$ cat config.mk
export PLATFORM = sky130hd
export DESIGN_NAME = rf_hazard_scoreboard
export DESIGN_NICKNAME = d
export VERILOG_FILES = /design/src/rtl/rf_hazard_pkg.sv /design/src/rtl/rf_hazard_scoreboard_src_match.sv /design/src/rtl/rf_hazard_scoreboard.sv
export SDC_FILE = /design/constraint.sdc
export NUM_CORES = 1
export LEC_CHECK = 0
export CAP_MARGIN = 5
export CORE_MARGIN = 4
export CORE_UTILIZATION = 45
export DETAILED_ROUTE_END_ITERATION = 10
export HOLD_SLACK_MARGIN = 0.02
export PLACE_DENSITY = 0.87
export SKIP_LAST_GASP = 1
export SLEW_MARGIN = 5
export SYNTH_ARGS = -nofsm -noshare
export SYNTH_HDL_FRONTEND = slang
export SYNTH_SLANG_ARGS = --single-unit
$ cat constraint.sdc
create_clock -name clk -period 5.4 [get_ports clk]
set_input_delay 1.62 -clock clk [delete_from_list [all_inputs] [get_ports clk]]
set_output_delay 1.62 -clock clk [all_outputs]
set_load 0.01 [all_outputs]
$ cat src/rtl/rf_hazard_pkg.sv
// Shared types for the register-file hazard scoreboard: in-flight destination
// tags and the EX forwarding-select encoding.
package rf_hazard_pkg;

    localparam int TAG_STAGES = 3;
    localparam int RA_W       = 5;

    typedef struct packed {
        logic            valid;
        logic [RA_W-1:0] rd;
        logic            we;
        logic            is_load;
    } rf_tag_t;

    typedef enum logic [1:0] {
        FWD_NONE = 2'b00,
        FWD_MEM  = 2'b01,
        FWD_WB   = 2'b10
    } fwd_sel_e;

endpackage

$ cat src/rtl/rf_hazard_scoreboard_src_match.sv
// Youngest-producer priority encoder for one ID source operand against the
// EX/MEM/WB tags (index 0 = EX is youngest).
module rf_src_match
    import rf_hazard_pkg::*;
(
    input  logic                       i_used,
    input  logic [RA_W-1:0]            i_addr,
    input  rf_tag_t [TAG_STAGES-1:0]   i_tags,
    output logic                       o_hit,
    output logic [1:0]                 o_stage,
    output logic                       o_is_load
);

    always_comb begin
        o_hit     = 1'b0;
        o_stage   = 2'd0;
        o_is_load = 1'b0;
        // Walk oldest to youngest so a younger match overrides an older one.
        for (int k = TAG_STAGES - 1; k >= 0; k--) begin
            if (i_used && (i_addr != '0) && i_tags[k].valid && i_tags[k].we &&
                (i_tags[k].rd == i_addr)) begin
                o_hit     = 1'b1;
                o_stage   = 2'(k);
                o_is_load = i_tags[k].is_load;
            end
        end
    end

endmodule

$ cat src/rtl/rf_hazard_scoreboard.sv
// Hazard controller for the RV32I register file: tracks EX/MEM/WB destination
// tags, produces the ID stall, EX forwarding selects, WB bypass and RF write port.
module rf_hazard_scoreboard
    import rf_hazard_pkg::*;
#(
    parameter int FORWARD_EN = 1,
    parameter int NREGS      = 32
) (
    input  logic             clk,
    input  logic             reset_n,
    input  logic             pipe_adv,
    input  logic             flush,
    input  logic             id_valid,
    input  logic [RA_W-1:0]  id_rs1_addr,
    input  logic             id_rs1_used,
    input  logic [RA_W-1:0]  id_rs2_addr,
    input  logic             id_rs2_used,
    input  logic [RA_W-1:0]  id_rd_addr,
    input  logic             id_rd_we,
    input  logic             id_is_load,
    output logic             stall,
    output logic             id_rs1_wb_bypass,
    output logic             id_rs2_wb_bypass,
    output logic [1:0]       ex_fwd_rs1_sel,
    output logic [1:0]       ex_fwd_rs2_sel,
    output logic             rf_wr_en,
    output logic [RA_W-1:0]  rf_wr_addr,
    output logic [NREGS-1:0] busy_vec
);

    rf_tag_t [TAG_STAGES-1:0] r_tags;
    fwd_sel_e                 r_fwd1;
    fwd_sel_e                 r_fwd2;

    rf_tag_t    w_id_tag;
    logic       w_hit1, w_hit2, w_ld1, w_ld2, w_accept;
    logic [1:0] w_stg1, w_stg2;
    fwd_sel_e   w_fwd1, w_fwd2;

    function automatic fwd_sel_e sel_of(input logic hit, input logic [1:0] stg);
        if (FORWARD_EN == 0 || !hit) return FWD_NONE;
        if (stg == 2'd0)             return FWD_MEM;
        if (stg == 2'd1)             return FWD_WB;
        return FWD_NONE;
    endfunction

    rf_src_match u_rs1 (
        .i_used    (id_rs1_used),
        .i_addr    (id_rs1_addr),
        .i_tags    (r_tags),
        .o_hit     (w_hit1),
        .o_stage   (w_stg1),
        .o_is_load (w_ld1)
    );

    rf_src_match u_rs2 (
        .i_used    (id_rs2_used),
        .i_addr    (id_rs2_addr),
        .i_tags    (r_tags),
        .o_hit     (w_hit2),
        .o_stage   (w_stg2),
        .o_is_load (w_ld2)
    );

    // x0 is never a real destination, so its write-enable is dropped at entry.
    always_comb begin
        w_id_tag         = '0;
        w_id_tag.valid   = 1'b1;
        w_id_tag.rd      = id_rd_addr;
        w_id_tag.we      = id_rd_we && (id_rd_addr != '0);
        w_id_tag.is_load = id_is_load;
    end

    always_comb begin
        if (FORWARD_EN != 0)
            stall = id_valid && ((w_hit1 && w_stg1 == 2'd0 && w_ld1) ||
                                 (w_hit2 && w_stg2 == 2'd0 && w_ld2));
        else
            stall = id_valid && (w_hit1 || w_hit2);
    end

    assign w_accept         = id_valid && !stall && !flush;
    assign w_fwd1           = sel_of(w_hit1, w_stg1);
    assign w_fwd2           = sel_of(w_hit2, w_stg2);
    assign id_rs1_wb_bypass = w_hit1 && (w_stg1 == 2'd2);
    assign id_rs2_wb_bypass = w_hit2 && (w_stg2 == 2'd2);

    always_ff @(posedge clk or negedge reset_n) begin
        if (!reset_n) begin
            r_tags <= '0;
            r_fwd1 <= FWD_NONE;
            r_fwd2 <= FWD_NONE;
        end else if (pipe_adv) begin
            r_tags[2] <= r_tags[1];
            r_tags[1] <= r_tags[0];
            r_tags[0] <= w_accept ? w_id_tag : '0;
            r_fwd1    <= w_accept ? w_fwd1 : FWD_NONE;
            r_fwd2    <= w_accept ? w_fwd2 : FWD_NONE;
        end
    end

    assign ex_fwd_rs1_sel = r_fwd1;
    assign ex_fwd_rs2_sel = r_fwd2;
    assign rf_wr_en       = r_tags[2].valid && r_tags[2].we && pipe_adv;
    assign rf_wr_addr     = r_tags[2].rd;

    always_comb begin
        busy_vec = '0;
        for (int k = 0; k < TAG_STAGES; k++) begin
            if (r_tags[k].valid && r_tags[k].we) busy_vec[r_tags[k].rd] = 1'b1;
        end
        busy_vec[0] = 1'b0;
    end

endmodule

==> impl_metrics.py <==
metrics = {
    "synthesis": {
        "syn-cell-area_mm2": 0.002355,
        "synth.net_count": 320,
        "ys_dominant_reg_cell": "sky130_fd_sc_hd__dfrtp_1",
        "synth_cells": 296,
        "syn_area_per_cell_um2": 7.955,
        "ys_seq_elements": 26,
        "yosys.cell_types.count": 40,
        "yosys_warnings": 0,
        "ys_seq_area_frac": 0.2763,
        "synth-edff-count": 0,
        "ys_async_sr_fraction": 1.000,
    },
    "grt": {
        "grt_start_max_net_pins": 27,
        "groute.usage.overall": 0.2320,
        "grt_overflow": 0,
        "grt_pass1_vias": 2509,
        "number_of_antenna_violations_at_the_first_check_in_global_routing": 0,
        "grt_pass1_wl_um": 11770,
    },
    "setup_path": {
        "worstSetupPathType": "input pin to output port",
        "path_depth": 6,
        "worst-r2r-cell-count": 6,
        "crit_buf_inv": 2,
        "cp_cell_sequence": "clkdlybuf4s50_1 > xnor2_1 > nand4_1 > or4_4 > and3_1 > clkdlybuf4s50_1",
        "worst_setup_path_end_kind": "output port",
        "cpPeakStageDelay_ns": 0.59,
        "timing.reg2reg.setup_slack_ns": 3.53,
        "reg_to_reg_start": "r_tags[6]",
        "cp_data_arrival_time_ns": 3.69,
        "start_kind": "input pin",
        "worst_path_required_ns": 3.78,
        "critPathTopFamily": "buffers and inverters",
        "critical_path.most_common_cell": "sky130_fd_sc_hd__clkdlybuf4s50_1",
        "worst-path-max-fanout": 4,
        "cp_slowest_cell": "sky130_fd_sc_hd__clkdlybuf4s50_1",
        "r2r_end": "ex_fwd_rs1_sel[1]",
    },
    "routing": {
        "drt_first_pass_iters": 5,
        "post-route-drc-count": 0,
        "routed_wirelength_um": 7235,
        "drtIter0Drc": 207,
        "post_drt_via_cell_ratio": 5.993,
        "drt-wirelength-per-cell_um": 17.43,
        "postRouteAntennaNets": 0,
        "route.vias.total": 2487,
    },
    "power_and_ir_drop": {
        "total_power_after_layout_mw": 0.5108,
        "vdd_drop_max_v": 0.0001031,
        "total_leakage_power_nw": 1.307,
        "power_density_mw_per_mm2": 165.9,
    },
    "timing": {
        "worst-slew-pin-transition_ns": 1.133,
        "post-route-worst-setup-slack_ns": 0.09499,
        "period_needed_ns": 5.305,
        "fin_hold_ws_ns": 0.5169,
        "timing_hold_violations_final": 0,
        "worst_clock_skew_ns": 0.002881,
        "final_max_slew_viol_count": 0,
        "setup_viol": 0,
        "achievable-frequency_mhz": 188.5,
        "post_route_clock_period_utilization": 0.9824,
        "setup-tns-final_ns": 0,
        "rsz0062_at_grt": "false",
        "slew-limit-headroom": 0.2426,
    },
    "clocking": {
        "tritoncts": "yes",
        "htree_levels": 1,
        "root_buffer": "sky130_fd_sc_hd__clkbuf_8",
        "cts_sinks": 26,
        "cts_hold_repair.buffers": 0,
        "ctsLongestPathBuffers": 2,
        "cts_made_buffers": 3,
        "worst_setup_hold_path_clk_slew_ns": 0.09,
        "clk_lat_worst_skew_ns": 0.27,
    },
    "worst_hold_path": {
        "hold_depth": 1,
        "hold_removal_path_class": "flop to flop",
        "timing.hold.worst_endpoint": "ex_fwd_rs1_sel[0]",
        "hp-start": "ex_fwd_rs1_sel[0]",
    },
    "place": {
        "placedCellCount": 410,
        "gpl.final_weighted_congestion": 0.8746,
        "numPortBuffers": 67,
        "detailed_placement_wirelength_estimate_um": 5149,
        "dpl_worst_slack_ns": 0.08267,
    },
    "cells_and_area": {
        "layout_common_cells": "77 x sky130_fd_sc_hd__nand2_1, 66 x sky130_fd_sc_hd__clkdlybuf4s50_1, 29 x sky130_fd_sc_hd__a22oi_1",
        "fin_cells": 415,
        "layout-drive-gt1-share": 0.08696,
        "syn_to_final_growth_pct": 30.77,
        "finish.net_count": 370,
        "insertedDiodeCount": 0,
        "nFillCells": 454,
        "layout.cells.most_common": "sky130_fd_sc_hd__nand2_1",
    },
    "floorplan": {
        "die_h_um": 80.34,
        "start_util": 0.4640,
        "total_die_area_mm2": 0.006455,
        "dieWidth_um": 80.34,
        "num_io_pins": 69,
        "core_region_area_mm2": 0.005075,
        "core.rowCount": 26,
    },
    "run_status": {
        "run_status": "finished, final reports clean",
    },
    "run": {
        "cap_viol_max_count": 0,
    },
}
==> cell usage after synthesis (2+ instances only) <==
| master | count | share of area |
|---|---|---|
| sky130_fd_sc_hd__nand2_1 | 77 | 0.12 |
| sky130_fd_sc_hd__a22oi_1 | 29 | 0.092 |
| sky130_fd_sc_hd__dfrtp_1 | 26 | 0.28 |
| sky130_fd_sc_hd__clkbuf_1 | 16 | 0.026 |
| sky130_fd_sc_hd__xnor2_1 | 16 | 0.060 |
| sky130_fd_sc_hd__mux2_2 | 14 | 0.067 |
| sky130_fd_sc_hd__xor2_1 | 14 | 0.052 |
| sky130_fd_sc_hd__nor2_1 | 13 | 0.021 |
| sky130_fd_sc_hd__nor3b_1 | 13 | 0.041 |
| sky130_fd_sc_hd__nor3_1 | 9 | 0.019 |
| sky130_fd_sc_hd__o2bb2ai_1 | 7 | 0.026 |
| sky130_fd_sc_hd__and3_1 | 6 | 0.016 |
| sky130_fd_sc_hd__and3b_1 | 6 | 0.022 |
| sky130_fd_sc_hd__buf_4 | 6 | 0.019 |
| sky130_fd_sc_hd__nand4_1 | 6 | 0.016 |
| sky130_fd_sc_hd__inv_1 | 5 | 0.0080 |
| sky130_fd_sc_hd__and4_1 | 3 | 0.011 |
| sky130_fd_sc_hd__a222oi_1 | 2 | 0.0085 |
| sky130_fd_sc_hd__a22o_1 | 2 | 0.0074 |
| sky130_fd_sc_hd__and2_1 | 2 | 0.0053 |
| sky130_fd_sc_hd__buf_2 | 2 | 0.0043 |
| sky130_fd_sc_hd__buf_6 | 2 | 0.0096 |
| sky130_fd_sc_hd__nand3_1 | 2 | 0.0043 |
| sky130_fd_sc_hd__nor4_1 | 2 | 0.0053 |
==> metrics by stage <==
step	area, µm²	util
6_report	3079	0.6068
5_1_grt	3079	0.6068
4_1_cts	3069	0.6048
3_5_place_dp	2998	0.5907
3_3_place_gp	2998	0.5907
2_1_floorplan	2355	-
==> logic make-up (layout without fill, tap and decap cells) <==
logic type                after synthesis  count (layout)  synth area share
and+or+nand+nor                       146             146            0.3124
AOI/OAI and AO/OA                      47              47            0.1631
buffers and inverters                  32              81           0.06801
xor gates and xnor gates               30              30            0.1116
DFF                                    26              26            0.2763
muxes                                  14              14           0.06695
other                                   1               1          0.001593
==> flip-flops by register name (all words and copies together), names as in the netlist <==
| register | flops |
|---|---|
| rf_wr_addr | 5 |
| ex_fwd_rs2_sel | 2 |
| ex_fwd_rs1_sel | 2 |
| r_tags | 17 |
==> layer usage <==
| metal | vias to the layer above | GRT usage | routed length [µm] |
|---|---|---|---|
| met3 | 18 | 0.02466 | 667 |
| met4 | 0 | 0.09966 | 178 |
| met1 | 1145 | 0.3025 | 3005 |
| li1 | 1139 | - | - |
| met2 | 185 | 0.3866 | 3383 |
| met5 | - | 0 | 0 |
==> power breakdown <==
part	switching, mW	internal [mW]
Sequential	0.0345	0.207
Combinational	0.0526	0.0579
Clock	0.0595	0.0991
Total	0.147	0.364
==> worst reg2reg max path, cell delays in order, from the launching register on <==
cell	delay (ns)
sky130_fd_sc_hd__dfrtp_1	0.56
sky130_fd_sc_hd__xor2_1	0.25
sky130_fd_sc_hd__nor4_2	0.28
sky130_fd_sc_hd__buf_4	0.17
sky130_fd_sc_hd__nand2_1	0.08
sky130_fd_sc_hd__o31ai_1	0.28
sky130_fd_sc_hd__o32ai_1	0.12
==> layout make-up <==
| class | count | area (µm²) | area share |
|---|---|---|---|
| multi-input cells | 238 | 1544 | 0.5014 |
| flip-flops and latches | 26 | 650.6 | 0.2113 |
| clock inverters | 1 | 30.03 | 0.009752 |
| inverters | 6 | 22.52 | 0.007314 |
| clock buffers | 3 | 41.29 | 0.01341 |
| repair buffers | 71 | 703.2 | 0.2284 |
| well taps | 70 | 87.58 | 0.02844 |
==> how the worst max path moves through the flow <==
stage	from	to	slack [ns]
floorplan	id_rs2_addr[3]	stall	1.15
global placement	id_rs2_addr[3]	stall	0.12
detailed placement	id_rs2_addr[3]	stall	0.08
CTS	id_rs2_addr[3]	stall	0.07
global route	id_rs2_addr[0]	stall	0.03
finish	id_rs2_addr[4]	id_rs2_wb_bypass	0.09
==> repair_timing <==
action / 4_1_cts / 5_1_grt
buffers inserted: 0 / 1
setup endpoints to repair: 0 / 1
hold endpoints to repair: 0 / 0
gates resized for setup: 0 / 1
(Power assumes the default switching activity.)
